$ cat config.mk
export PLATFORM = sky130hd
export DESIGN_NAME = dmem_arbiter
export DESIGN_NICKNAME = d
export VERILOG_FILES = /design/src/rtl/dmem_arb_pkg.sv /design/src/rtl/dmem_arbiter_rr_arb2.sv /design/src/rtl/dmem_arbiter.sv
export SDC_FILE = /design/constraint.sdc
export NUM_CORES = 1
export LEC_CHECK = 0
export ABC_AREA = 1
export CAP_MARGIN = 0
export CELL_PAD_IN_SITES_DETAIL_PLACEMENT = 1
export CELL_PAD_IN_SITES_GLOBAL_PLACEMENT = 2
export CORE_MARGIN = 3
export CORE_UTILIZATION = 10
export CTS_CLUSTER_DIAMETER = 120
export DETAILED_ROUTE_END_ITERATION = 10
export GPL_ROUTABILITY_DRIVEN = 0
export PLACE_DENSITY_LB_ADDON = 0.05
export SYNTH_ARGS = -nofsm -noshare
export SYNTH_HDL_FRONTEND = slang
export SYNTH_SLANG_ARGS = --single-unit
$ cat constraint.sdc
create_clock -name i_clk -period 3.65 [get_ports i_clk]
set_input_delay 0.73 -clock i_clk [delete_from_list [all_inputs] [get_ports i_clk]]
set_output_delay 0.73 -clock i_clk [all_outputs]
set_load 0.1 [all_outputs]
$ cat src/rtl/dmem_arb_pkg.sv
// Shared types and widths for the data-memory arbiter: owner tag, memory
// request struct and default widths.
package dmem_arb_pkg;

  localparam int DMEM_ADDR_W = 32;
  localparam int DMEM_DATA_W = 32;
  localparam int DMEM_BM_W   = DMEM_DATA_W / 8;
  localparam int DMEM_CNT_W  = 16;

  // Requester slot indices inside the packed per-port arrays
  localparam int PORT_C    = 0;
  localparam int PORT_D    = 1;
  localparam int NUM_PORTS = 2;

  typedef enum logic {
    OWN_C = 1'b0,
    OWN_D = 1'b1
  } owner_e;

  typedef struct packed {
    logic [DMEM_ADDR_W-1:0] addr;
    logic                   wren;
    logic [DMEM_DATA_W-1:0] wdata;
    logic [DMEM_BM_W-1:0]   bmask;
  } mem_req_t;

  // Round-robin hand-off: whoever was just served yields to the other port
  function automatic owner_e next_prio(input logic [NUM_PORTS-1:0] gnt,
                                       input owner_e cur);
    owner_e nxt;
    nxt = cur;
    if (gnt[PORT_C])      nxt = OWN_D;
    else if (gnt[PORT_D]) nxt = OWN_C;
    return nxt;
  endfunction

endpackage

$ cat src/rtl/dmem_arbiter_rr_arb2.sv
// Two-way round-robin picker with a debug lock that masks port C.
// Purely combinational; the priority state lives in the parent.
module rr_arb2
  import dmem_arb_pkg::*;
(
  input  logic [NUM_PORTS-1:0] req,
  input  logic                 lock,
  input  owner_e               prio,
  output logic [NUM_PORTS-1:0] gnt
);

  logic c_elig;
  logic d_wins;

  assign c_elig = req[PORT_C] & ~lock;
  // D takes the slot when locked, when C is not eligible, or on its turn
  assign d_wins = req[PORT_D] & (lock | ~req[PORT_C] | (prio == OWN_D));

  always_comb begin
    gnt = '0;
    if (d_wins)      gnt[PORT_D] = 1'b1;
    else if (c_elig) gnt[PORT_C] = 1'b1;
  end

endmodule

$ cat src/rtl/dmem_arbiter.sv
// Shares one single-port synchronous-read data memory between the core LSU
// (C) and the debug port (D); routes 1-cycle read data back to the owner.
module dmem_arbiter
  import dmem_arb_pkg::*;
#(
  parameter int ADDR_W = DMEM_ADDR_W,
  parameter int DATA_W = DMEM_DATA_W,
  parameter int CNT_W  = DMEM_CNT_W
) (
  input  logic                i_clk,
  input  logic                i_reset,

  input  logic                i_c_req_vld,
  input  logic [ADDR_W-1:0]   i_c_req_addr,
  input  logic                i_c_req_wren,
  input  logic [DATA_W-1:0]   i_c_req_wdata,
  input  logic [DATA_W/8-1:0] i_c_req_bmask,
  output logic                o_c_req_rdy,
  output logic                o_c_rsp_vld,
  output logic [DATA_W-1:0]   o_c_rsp_rdata,

  input  logic                i_d_req_vld,
  input  logic [ADDR_W-1:0]   i_d_req_addr,
  input  logic                i_d_req_wren,
  input  logic [DATA_W-1:0]   i_d_req_wdata,
  input  logic [DATA_W/8-1:0] i_d_req_bmask,
  output logic                o_d_req_rdy,
  output logic                o_d_rsp_vld,
  output logic [DATA_W-1:0]   o_d_rsp_rdata,

  input  logic                i_d_lock,

  output logic                o_mem_en,
  output logic [ADDR_W-1:0]   o_mem_addr,
  output logic                o_mem_wren,
  output logic [DATA_W-1:0]   o_mem_wdata,
  output logic [DATA_W/8-1:0] o_mem_bmask,
  input  logic [DATA_W-1:0]   i_mem_rdata,

  output logic [CNT_W-1:0]    o_c_stall_cnt
);

  logic     [NUM_PORTS-1:0]             req_vld;
  mem_req_t [NUM_PORTS-1:0]             req;
  logic     [NUM_PORTS-1:0]             gnt;
  mem_req_t                             mem_req;

  owner_e                               prio;
  logic                                 rsp_pend;
  owner_e                               rsp_own;
  logic                                 rsp_rd;
  logic     [NUM_PORTS-1:0]             rsp_vld;
  logic     [NUM_PORTS-1:0][DATA_W-1:0] rsp_rdata;

  logic     [CNT_W-1:0]                 stall_cnt;
  logic                                 c_stall;

  // ---- request gather ----
  assign req_vld[PORT_C] = i_c_req_vld;
  assign req_vld[PORT_D] = i_d_req_vld;

  always_comb begin
    req[PORT_C].addr  = i_c_req_addr;
    req[PORT_C].wren  = i_c_req_wren;
    req[PORT_C].wdata = i_c_req_wdata;
    req[PORT_C].bmask = i_c_req_bmask;
    req[PORT_D].addr  = i_d_req_addr;
    req[PORT_D].wren  = i_d_req_wren;
    req[PORT_D].wdata = i_d_req_wdata;
    req[PORT_D].bmask = i_d_req_bmask;
  end

  rr_arb2 u_rr (
    .req  (req_vld),
    .lock (i_d_lock),
    .prio (prio),
    .gnt  (gnt)
  );

  assign o_c_req_rdy = gnt[PORT_C];
  assign o_d_req_rdy = gnt[PORT_D];

  // ---- memory side: zeroed when idle so the macro sees a quiet bus ----
  always_comb begin
    mem_req = '0;
    if (gnt[PORT_D])      mem_req = req[PORT_D];
    else if (gnt[PORT_C]) mem_req = req[PORT_C];
  end

  assign o_mem_en    = |gnt;
  assign o_mem_addr  = mem_req.addr;
  assign o_mem_wren  = mem_req.wren;
  assign o_mem_wdata = mem_req.wdata;
  assign o_mem_bmask = mem_req.bmask;

  // ---- priority pointer ----
  always_ff @(posedge i_clk or posedge i_reset) begin
    if (i_reset) prio <= OWN_C;
    else         prio <= next_prio(gnt, prio);
  end

  // ---- response tracker: one access in flight, owner and read/write tag ----
  always_ff @(posedge i_clk or posedge i_reset) begin
    if (i_reset) begin
      rsp_pend <= 1'b0;
      rsp_own  <= OWN_C;
      rsp_rd   <= 1'b0;
    end else begin
      rsp_pend <= |gnt;
      if (|gnt) begin
        rsp_own <= gnt[PORT_D] ? OWN_D : OWN_C;
        rsp_rd  <= ~mem_req.wren;
      end
    end
  end

  for (genvar p = 0; p < NUM_PORTS; p++) begin : g_rsp
    localparam owner_e OWN_P = (p == PORT_D) ? OWN_D : OWN_C;
    assign rsp_vld[p]   = rsp_pend & (rsp_own == OWN_P);
    assign rsp_rdata[p] = (rsp_vld[p] & rsp_rd) ? i_mem_rdata : '0;
  end

  assign o_c_rsp_vld   = rsp_vld[PORT_C];
  assign o_c_rsp_rdata = rsp_rdata[PORT_C];
  assign o_d_rsp_vld   = rsp_vld[PORT_D];
  assign o_d_rsp_rdata = rsp_rdata[PORT_D];

  // ---- core stall counter, sticks at all-ones ----
  assign c_stall = req_vld[PORT_C] & ~gnt[PORT_C];

  always_ff @(posedge i_clk or posedge i_reset) begin
    if (i_reset)                        stall_cnt <= '0;
    else if (c_stall && ~&stall_cnt)    stall_cnt <= stall_cnt + CNT_W'(1);
  end

  assign o_c_stall_cnt = stall_cnt;

endmodule

==> flow_summary_export.csv, run 1 <==
group,metric,value,unit
status,status,"completed",
finish,synthToLayoutAreaGrowth,182.4,%
synthesis,synth_area,0.002330,mm^2
setup_path,cpPeakStageDelay,490,ps
setup_path,required,2920,ps
timing,worst_hold_slack,552.9,ps
floorplan,die_width,158.6,um
synthesis,yosysTopAreaCell,"a22o_1",
finish,layout-drive-gt1-share,0.2559,
clocking,path_clk_slew,60,ps
timing,finalSetupViolations,0,
timing,final-hold-violation-count,0,
synthesis,yosys.area.top_type_share,0.2556,
global_route,antenna_found_initial,1,
finish,nFillCells,2664,
detailed_routing,via_per_inst,3.797,
floorplan,start_util,0.1023,
setup_path,cp_slowest_cell,"clkdlybuf4s50_1",
floorplan,die_area,0.02517,mm^2
clocking,cts_buffer_depth,2,
global_route,grt_max_degree,52,
detailed_routing,drt_iter0_drc,146,
floorplan,die_height,158.6,um
timing,slew_headroom,0.2408,
timing,rsz0062_at_grt,"no",
job,drv_cap,0,
clocking,holdBufCountCts,0,
timing,fin_crit,3295,ps
detailed_routing,drt-pass1-iter-count,4,
setup_path,startpoint_type,"primary input",
clocking,clock_sinks,20,
setup_path,cp_max_fo,20,
finish,final_util,0.2889,
setup_path,critPathTopFamily,"buffers and inverters",
synthesis,ys_seq_area_frac,0.2148,
detailed_routing,ant_nets,0,
clocking,tritoncts,"built",
timing,worst-slew-pin-transition,1136,ps
synthesis,syn_inst,364,
synthesis,yosysWarningCount,0,
clocking,htree_levels,1,
detailed_routing,drc,0,
setup_path,critPathArrivalTime,2560,ps
timing,finalClockSkew,2.519,ps
timing,timing.final.crit_share,0.9027,
timing,finalMaxSlewViolations,0,
clocking,cts-root-buf,"clkbuf_16",
setup_path,cp.buffers_inverters,5,
finish,multi_input_area,0.001505,mm^2
hold_path,hold_path_class,"reg2reg",
global_route,grt_pass1_wl,25.93,mm
clocking,clk_latency,260,ps
synthesis,synth.area.top_cells,"a22o_1 (26%), dfrtp_1 (21%), nor2_1 (13%), nand2_1 (12%), inv_1 (8.2%)",
detailed_routing,via_count,3774,
clocking,cts_buffers,3,
clocking,postCtsSetupRepairBufs,0,
global_route,grt_usage,0.1387,
timing,fmaxAchievable,303.5,MHz
finish,seqCellArea,500.5,um^2
power,powerDensity,413.8,mW/mm^2
global_route,grt_pass1_vias,3993,
placement,io_buffers,328,
setup_path,crit_path_end_kind,"primary output",
detailed_routing,wl_per_cell,19.57,um
setup_path,path_cells,"clkdlybuf4s50_1 -> inv_1 -> nor2_1 -> o21ai_2 -> inv_2 -> buf_4 -> a22o_1 -> buf_12",
floorplan,pin_count,329,
clocking,post_cts_resized,0,
floorplan,rows,55,
synthesis,ys_ff_latch,20,
setup_path,worst-setup-path-type,"in2out",
global_route,overflow,0,
synthesis,synth.distinct_cells,18,
synthesis,synth.avg_cell_area,6.400,um^2
synthesis,synth_nets,540,
placement,dp_hpwl,17.00,mm
detailed_routing,wl,19.45,mm
finish,fin_nets,857,
floorplan,core-area,0.02278,mm^2
power,p_leak,3.006,nW
power,ir_drop,0.0002223,V
[sequential cells by signal, indices dropped and copies added, names as in the netlist]
name,cells
o_c_stall_cnt,16
prio,1
rsp_own,1
rsp_pend,1
rsp_rd,1
[logic make-up (layout without fill, tap and decap cells)]
kind of cell | Yosys count | count (layout) | share of synthesized area
xor gates and xnor gates | 5 | 5 | 0.01880
AOI/OAI and AO/OA | 81 | 81 | 0.2981
and+or+nand+nor | 181 | 181 | 0.3228
other | 0 | 1 | 0
DFF | 20 | 20 | 0.2148
adders and majority gates | 1 | 1 | 0.005370
buffers and inverters | 76 | 392 | 0.1402
[power by group]
group / total, mW / internal [mW] / leakage (nW) / switching, mW
clock: 0.261 / 0.168 / 0.0442 / 0.0930
combinational: 2.12 / 0.650 / 2.70 / 1.47
sequential: 0.338 / 0.266 / 0.257 / 0.0723
[layout make-up]
class	instances	share of cell area
Antenna cell	1	0.0003803
Clock buffer	4	0.01350
Inverter	54	0.03080
Multi-Input combinational cell	268	0.2288
Sequential cell	20	0.07606
Tap cell	313	0.05952
Timing Repair Buffer	334	0.5910
[cell usage after synthesis]
master,instances
a22o_1,68
nand3_1,10
clkbuf_1,6
o21ai_2,9
buf_6,1
inv_1,51
nand2_2,6
nor2_4,4
nand4_1,6
nor2_1,83
dfrtp_1,20
ha_1,1
buf_2,14
buf_12,1
o21ai_0,4
xor2_1,5
inv_2,3
nand2_1,72
[layer usage]
metal | global-route usage | up-vias | wire (um)
li1 | - | 1826 | -
met1 | 0.1384 | 1775 | 6583
met2 | 0.2860 | 166 | 11210
met3 | 0.03968 | 7 | 1534
met4 | 0.01844 | 0 | 119
met5 | 0 | - | 0
[worst register-to-register path: cells and delay by family, from the launching register on]
| kind | cells | cell delay (ps) |
|---|---|---|
| AOI/OAI and AO/OA | 1 | 50 |
| adders and majority gates | 1 | 320 |
| buffers and inverters | 2 | 380 |
| DFF | 1 | 450 |
| and+or+nand+nor | 5 | 560 |
[through the flow]
step	instance area (um^2)	setup slack (ps)	setup TNS, ps	instances	power [mW]
2_1_floorplan	2332	-64.60	-1938	364	1.715
3_3_place_gp	6489	425.1	0	989	2.477
3_5_place_dp	6489	384.2	0	989	2.485
4_1_cts	6578	366.8	0	993	2.759
5_1_grt	6580	264.6	0	994	2.835
6_report	6580	355.0	0	994	2.723
[path summary, 6_finish.rpt]
kind / from / to / slack, ps / cells past startpoint
worst min register to register: rsp_rd$_DFFE_PP0P_ / rsp_rd$_DFFE_PP0P_ / 550 / 2
min in group asynchronous: i_reset / o_c_stall_cnt[4]$_DFFE_PP0P_ / 970 / 2
worst max register to register: o_c_stall_cnt[0]$_DFFE_PP0P_ / o_c_stall_cnt[10]$_DFFE_PP0P_ / 1810 / 9
worst max-delay path: i_c_req_vld / o_mem_wdata[11] / 360 / 8
worst min-delay path: rsp_rd$_DFFE_PP0P_ / rsp_rd$_DFFE_PP0P_ / 550 / 2
max in group asynchronous: i_reset / prio$_DFFE_PP0P_ / 2110 / 2
[placed cells by master (no fill, tap or decap)]
master           count
nand2_2              6
nand3_1             10
nor2_1              82
diode_2              1
o21ai_0              3
xor2_1               5
a22o_1              68
buf_4               74
nand2_1             72
nand4_1              6
clkbuf_16            3
inv_2                3
ha_1                 1
clkbuf_8             1
clkdlybuf4s50_1    187
dfrtp_1             20
inv_1               51
o21ai_1              1
nor2_4               4
o21ai_2              9
nor2_2               1
buf_12              73
No activity file was read; power rests on OpenSTA's default activity.
==> run 2, diff against run 1 <==
--- a/config.mk
+++ b/config.mk
@@ -11,10 +11,9 @@
 export CELL_PAD_IN_SITES_GLOBAL_PLACEMENT = 2
 export CORE_MARGIN = 3
 export CORE_UTILIZATION = 10
-export CTS_CLUSTER_DIAMETER = 120
 export DETAILED_ROUTE_END_ITERATION = 10
 export GPL_ROUTABILITY_DRIVEN = 0
-export PLACE_DENSITY_LB_ADDON = 0.05
+export PLACE_DENSITY_LB_ADDON = 0.1
 export SYNTH_ARGS = -nofsm -noshare
 export SYNTH_HDL_FRONTEND = slang
 export SYNTH_SLANG_ARGS = --single-unit
==> flow_summary_export.csv, run 2 (synthesis results as in run 1) <==
group,metric,value,unit
status,status,"completed",
clocking,cts_buffers,3,
global_route,overflow,0,
floorplan,start_util,0.1023,
finish,fin_nets,855,
placement,dp.cells,987,
detailed_routing,drt-pass1-iter-count,4,
setup_path,critPathArrivalTime,2410,ps
finish,fin_area,0.006563,mm^2
timing,worst-slew-pin-transition,1129,ps
global_route,grt_pass1_vias,3806,
timing,slew_headroom,0.2455,
setup_path,crit_top_cell,"buf_12",
detailed_routing,ant_nets,0,
setup_path,crit_path_end_kind,"primary output",
clocking,cts-root-buf,"clkbuf_16",
placement,io_buffers,328,
clocking,postCtsSetupRepairBufs,0,
detailed_routing,via_count,3732,
setup_path,startpoint_type,"primary input",
floorplan,die_width,158.6,um
floorplan,rows,55,
finish,layout_common_cells,"clkdlybuf4s50_1 (187), nor2_1 (82), buf_12 (73)",
clocking,htree_levels,1,
finish,layout-drive-gt1-share,0.2537,
timing,fin_crit,3145,ps
clocking,tritoncts,"built",
finish,layout.cells.non_filler,991,
finish,final_util,0.2881,
floorplan,die_area,0.02517,mm^2
timing,worst_hold_slack,565.2,ps
detailed_routing,drt_iter0_drc,120,
setup_path,worst-setup-path-type,"in2out",
global_route,grt_usage,0.1377,
timing,finalMaxSlewViolations,0,
job,drv_cap,0,
setup_path,critPathTopFamily,"buffers and inverters",
timing,rsz0062_at_grt,"no",
timing,finalSetupTns,0,ps
detailed_routing,via_per_inst,3.766,
timing,worst_slack,505.1,ps
clocking,path_clk_slew,60,ps
placement,dpl_cell_area,0.006474,mm^2
setup_path,cp_max_fo,70,
setup_path,crit_start,"i_c_req_vld",
timing,fmaxAchievable,318.0,MHz
setup_path,r2r_slack,1830,ps
floorplan,pin_count,329,
power,p_leak,2.995,nW
power,powerDensity,413.1,mW/mm^2
power,ir_drop,0.0003998,V
setup_path,r2r_end,"o_c_stall_cnt[10]$_DFFE_PP0P_",
setup_path,path_cells,"clkdlybuf4s50_1 -> inv_1 -> nor2_1 -> o21ai_2 -> inv_2 -> buf_12 -> a22o_1 -> buf_12",
timing,timing.final.crit_share,0.8616,
clocking,holdBufCountCts,0,
clocking,clock_sinks,20,
global_route,grt_max_degree,71,
power,total_power,2.711,mW
placement,dp_hpwl,16.93,mm
timing,finalClockSkew,8.074,ps
placement,pre_cts_ws,502.9,ps
timing,finalSetupViolations,0,
global_route,antenna_found_initial,0,
detailed_routing,drc,0,
clocking,post_cts_resized,0,
floorplan,die_height,158.6,um
hold_path,hold_path_class,"reg2reg",
detailed_routing,wl,19.42,mm
finish,synthToLayoutAreaGrowth,181.7,%
clocking,clk_latency,260,ps
setup_path,setup.worst_path.end,"o_mem_addr[15]",
setup_path,cp_num_cells,8,
detailed_routing,wl_per_cell,19.60,um
clocking,cts_buffer_depth,2,
timing,final-hold-violation-count,0,
finish,largest_reg_flops,16,
finish,nFillCells,2683,
floorplan,core-area,0.02278,mm^2
setup_path,reg2reg_depth,9,
global_route,grt_pass1_wl,25.74,mm
setup_path,rr_startpoint,"o_c_stall_cnt[0]$_DFFE_PP0P_",
setup_path,required,2920,ps
finish,antennaDiodeCount,0,
setup_path,cpPeakStageDelay,500,ps
finish,final_common_cell,"clkdlybuf4s50_1",
setup_path,cp.buffers_inverters,5,
setup_path,cp_slowest_cell,"clkdlybuf4s50_1",
[run 2: cell type report]
type                       instances  area, um^2  area share
inverter                          54       202.7     0.03089
multi-input combinational        268        1505      0.2294
timing repair buffer             332        3874      0.5903
tap                              313       391.6     0.05968
sequential                        20       500.5     0.07626
clock buffer                       4       88.84     0.01354
[run 2: how the worst min path moves through the flow]
stage / from / end / depth (start not counted)
floorplan: rsp_rd$_DFFE_PP0P_ / rsp_rd$_DFFE_PP0P_ / 2
global placement: rsp_rd$_DFFE_PP0P_ / rsp_rd$_DFFE_PP0P_ / 2
global route: o_c_stall_cnt[1]$_DFFE_PP0P_ / o_c_stall_cnt[1]$_DFFE_PP0P_ / 2
CTS: o_c_stall_cnt[1]$_DFFE_PP0P_ / o_c_stall_cnt[1]$_DFFE_PP0P_ / 2
detailed placement: o_c_stall_cnt[1]$_DFFE_PP0P_ / o_c_stall_cnt[1]$_DFFE_PP0P_ / 2
finish: o_c_stall_cnt[15]$_DFFE_PP0P_ / o_c_stall_cnt[15]$_DFFE_PP0P_ / 2
[run 2: metal layers]
metal	GRT usage	vias to the layer above	routed length [um]
met5	0	-	0
met4	0.01024	0	104
met3	0.03398	4	1522
met2	0.2648	159	10620
met1	0.1594	1745	7178
li1	-	1824	-
[run 2: worst register-to-register path: cells and delay by family (launching register included)]
| kind | cells | cell delay [ps] |
|---|---|---|
| AND/OR/NAND/NOR | 5 | 540 |
| flip-flops | 1 | 450 |
| buffers and inverters | 2 | 390 |
| adder cells (fa/ha/maj) | 1 | 310 |
| AO/OA/AOI/OAI | 1 | 50 |
[run 2: where the power goes]
part	total, mW	switching (mW)	leakage, nW	internal (mW)
clock network	0.258	0.0906	0.0442	0.167
registers	0.336	0.0695	0.257	0.266
logic	2.12	1.47	2.69	0.648
==> patch 1 (settings of run 2) <==
The package constant `DMEM_CNT_W` goes from 16 to 32.
--- a/src/rtl/dmem_arb_pkg.sv
+++ b/src/rtl/dmem_arb_pkg.sv
@@ -6,5 +6,5 @@
   localparam int DMEM_DATA_W = 32;
   localparam int DMEM_BM_W   = DMEM_DATA_W / 8;
-  localparam int DMEM_CNT_W  = 16;
+  localparam int DMEM_CNT_W  = 32;
 
   // Requester slot indices inside the packed per-port arrays
Interface: changed (resized o_c_stall_cnt); port bits go from 329 to 345. No check against the original RTL was run, so the function may have changed too.
==> patch 1 against run 2 <==
Routed wire length is 27% higher. Total power is 6.7% higher. Sequential cell count is 16 higher. Worst hold slack worse by 0.014 ns. Setup slack better by 0.056 ns. Clock power is 120% higher. Count of clock-buffer cells in the layout is 3 higher. Final area is 23% higher. Critical path depth is 2 lower. Synthesized area is 47% higher. First-iteration DRC count is 11% higher. Sequential share of layout area is 3.5 points higher. Synthesized cell count is 53% higher.
==> patch 1: results (changes against run 2) <==
- Synth unique cells: 26 (+8)
- Post-Syn Nets: 734 (+36%)
- Vias in the first global route: 4930 (+30%)
- Fillers: 3997 (+49%)
- Pre-CTS WS: 0.553 ns (+0.0500 ns)
- Worst-Skew Late Latency: 0.30 ns (+0.04 ns)
- Layout cells sized above 1: 20.4% (-4.9 points)
- Syn_area_per_cell: 6.12 µm² (-4.4%)
- Max FFs per register: 32 (+16)
- Layout net count: 1065 (+25%)
- Post-synth top cells: nand2_1 (203), nor2_1 (112), a22o_1 (69)
- Total wire length: 24.6 mm (+27%)
- Initial antenna violation count: 2 (+2)
- Post-Place Cell Area: 0.00790 mm² (+22%)
- Multi-input logic area: 0.00216 mm² (+44%)
- Ys async rst share: 100% (unchanged)
- DP HPWL: 20.5 mm (+21%)
- Sequential share of the synthesized area: 26.4% (+4.9 points)
- Skew final: 0.0106 ns (+0.00253 ns)
- PortBufs: 344 (+4.9%)
- Synth Flop Type: dfrtp_1
- 1st-iter DRT viols: 133 (+11%)
- Gr usage total: 12.8% (-1.0 points)
- Avg Vias per Cell: 3.61 (-4.0%)
- Cells after DPL: 1330 (+35%)
- CP arrival: 2.36 ns (-0.05 ns)
- TritonRoute pass-1 iters: 4 (unchanged)
- Worst min path class: reg -> reg
- Leakage: 3.77 nW (+26%)
- Total CTS buffers: 5 (+2)
- Least-Margin Pin Slew: 0.982 ns (-0.147 ns)
- Status: finished clean
- CP max FO: 70 (unchanged)
- Crit path max-delay family: buffers and inverters
- Worst VDD drop: 0.190 mV (-52%)
- Top cells by area, synth: dfrtp_1 (26%), nand2_1 (22%), a22o_1 (18%)
- Largest net degree at the start of global routing: 71 (unchanged)
- Global-route wire length before repair: 34.3 mm (+33%)
- H-tree Lvls: 2 (+1)
- Vias: 4842 (+30%)
- CP max stage delay: 0.48 ns (-0.02 ns)
## patch 1: metal layers
metal  routed length (µm)  track usage [%]  vias up  part of all wire, %
li1                     -                -     2429                    -
met1                10100             15.6     2251                   41
met2                12900             22.8      148                   52
met3                 1390             2.98       14                  5.7
met4                  277             2.65        0                  1.1
met5                    0                0        -                    0
## patch 1: cell families after synthesis
| family | share of synthesized area, % |
|---|---|
| and+or+nand+nor | 40.9 |
| DFF | 26.4 |
| buffers and inverters | 10.7 |
| adders and majority gates | 0.366 |
| xor gates and xnor gates | 3.33 |
| AOI/OAI and AO/OA | 18.4 |
## patch 1: worst min-delay path: cells and delay by family (launching register included)
kind	cells	cell delay, ns
flops	1	0.39
simple gates	2	0.13
## patch 1: layout make-up
type | instances | share of cell area (%)
clock inverters | 1 | 0.371
repair buffers | 350 | 49.9
multi-input cells | 432 | 26.8
flip-flops and latches | 36 | 11.1
diodes | 2 | 0.0619
well taps | 448 | 6.93
inverters | 64 | 2.97
clock buffers | 7 | 1.89
## patch 1: final timing paths
kind | startpoint | end | slack (ns) | depth (start not counted)
max | i_c_req_vld | o_mem_wdata[6] | 0.56 | 6
min | rsp_own$_DFFE_PP0P_ | rsp_own$_DFFE_PP0P_ | 0.55 | 2
max reg2reg | o_c_stall_cnt[0]$_DFFE_PP0P_ | o_c_stall_cnt[15]$_DFFE_PP0P_ | 1.35 | 9
min reg2reg | rsp_own$_DFFE_PP0P_ | rsp_own$_DFFE_PP0P_ | 0.55 | 2
max in group asynchronous | i_reset | o_c_stall_cnt[23]$_DFFE_PP0P_ | 2.09 | 2
min in group asynchronous | i_reset | rsp_rd$_DFFE_PP0P_ | 0.96 | 2
## patch 1: power by group
group,switching (mW),internal (mW)
clock,0.201,0.361
combinational,1.28,0.594
sequential,0.0343,0.424
==> patch 2 (flow settings as in run 2) <==
Without the edit above. Make the reset (`i_reset`) synchronous in 3 clocked blocks.
--- a/src/rtl/dmem_arbiter.sv
+++ b/src/rtl/dmem_arbiter.sv
@@ -95,5 +95,5 @@
 
   // ---- priority pointer ----
-  always_ff @(posedge i_clk or posedge i_reset) begin
+  always_ff @(posedge i_clk) begin
     if (i_reset) prio <= OWN_C;
     else         prio <= next_prio(gnt, prio);
@@ -101,5 +101,5 @@
 
   // ---- response tracker: one access in flight, owner and read/write tag ----
-  always_ff @(posedge i_clk or posedge i_reset) begin
+  always_ff @(posedge i_clk) begin
     if (i_reset) begin
       rsp_pend <= 1'b0;
@@ -129,5 +129,5 @@
   assign c_stall = req_vld[PORT_C] & ~gnt[PORT_C];
 
-  always_ff @(posedge i_clk or posedge i_reset) begin
+  always_ff @(posedge i_clk) begin
     if (i_reset)                        stall_cnt <= '0;
     else if (c_stall && ~&stall_cnt)    stall_cnt <= stall_cnt + CNT_W'(1);
Check against the original RTL: differs if i_reset is asserted again (counterexample within 4 cycles, from zero or initial values and one cycle with i_reset high); with i_reset held inactive, the same outputs for 10 cycles.
==> patch 2 against run 2 <==
Setup slack improved by 0.043 ns. Via count increased by 1.5%. Final area increased by 0.17%. Sequential cell count unchanged. Count of clock-buffer cells in the layout unchanged. Fmax increased by 1.4%. Total power decreased by 34%. Synthesized area decreased by 1.4%. Combinational power decreased by 39%. Routed wire length decreased by 4.8%. Critical path type unchanged.
==> patch 2: results (changes against run 2) <==
- Post-DR wirelength/cell: 19.3 µm (-1.4%)
- Synth unique cells: 27 (+9)
- Max_slew headroom: 26.6% (+2.0 points)
- Multi-input logic area: 0.00165 mm² (+9.8%)
- Initial antenna violation count: 4 (+4)
- CP arrival: 2.37 ns (-0.04 ns)
- Largest net degree at the start of global routing: 68 (-4.2%)
- Num tapcells: 280 (-11%)
- Global-route wire length before repair: 25.5 mm (-0.91%)
- CP endpoint: o_mem_addr[19]
- DP HPWL: 16.3 mm (-4.0%)
- Post-route cell area: 0.00657 mm² (+0.17%)
- Reg power frac: 12.9% (+0.5 points)
- CP max stage delay: 0.47 ns (-0.03 ns)
- Status: finished clean
- Layout cells sized above 1: 33.1% (+7.7 points)
- Multi-input gate count: 267 (-0.37%)
- Hold Crit Start: rsp_own$_SDFFE_PP0P_
- Post-synth top cells: nor2_1 (82), a22o_1 (69), nand2_1 (51)
- Synth Flop Type: dfxtp_1
- R2r setup slk: 1.94 ns (+0.11 ns)
- Min Hold Slack: 0.502 ns (-0.0633 ns)
- Vias in the first global route: 4152 (+9.1%)
- Avg Vias per Cell: 3.96 (+5.1%)
- Sequential share of the synthesized area: 17.4% (-4.1 points)
- Switching Fraction: 50.7% (-9.4 points)
## patch 2: cell types whose count changed after synthesis, sizes merged, moves of 2 or more
cell    change
nor2        +5
clkinv      +2
a21oi      +14
dfrtp      -20
nand2      -15
buf        -12
inv         -2
clkbuf     +13
o21ai       -9
dfxtp      +20
## patch 2: metal layers
| metal | wire (µm) | vias up | global-route usage, % |
|---|---|---|---|
| li1 | - | 1829 | - |
| met1 | 5890 | 1778 | 13.0 |
| met2 | 10800 | 161 | 28.3 |
| met3 | 1580 | 15 | 5.11 |
| met4 | 199 | 6 | 2.11 |
| met5 | 28 | - | 0 |
## patch 2: logic make-up after synthesis
group,Yosys count,share of synthesized area (%)
XOR/XNOR,5,1.91
buffers and inverters,77,14.1
AO/OA/AOI/OAI,88,32.2
flip-flops,20,17.4
adder cells (fa/ha/maj),1,0.545
AND/OR/NAND/NOR,173,33.8
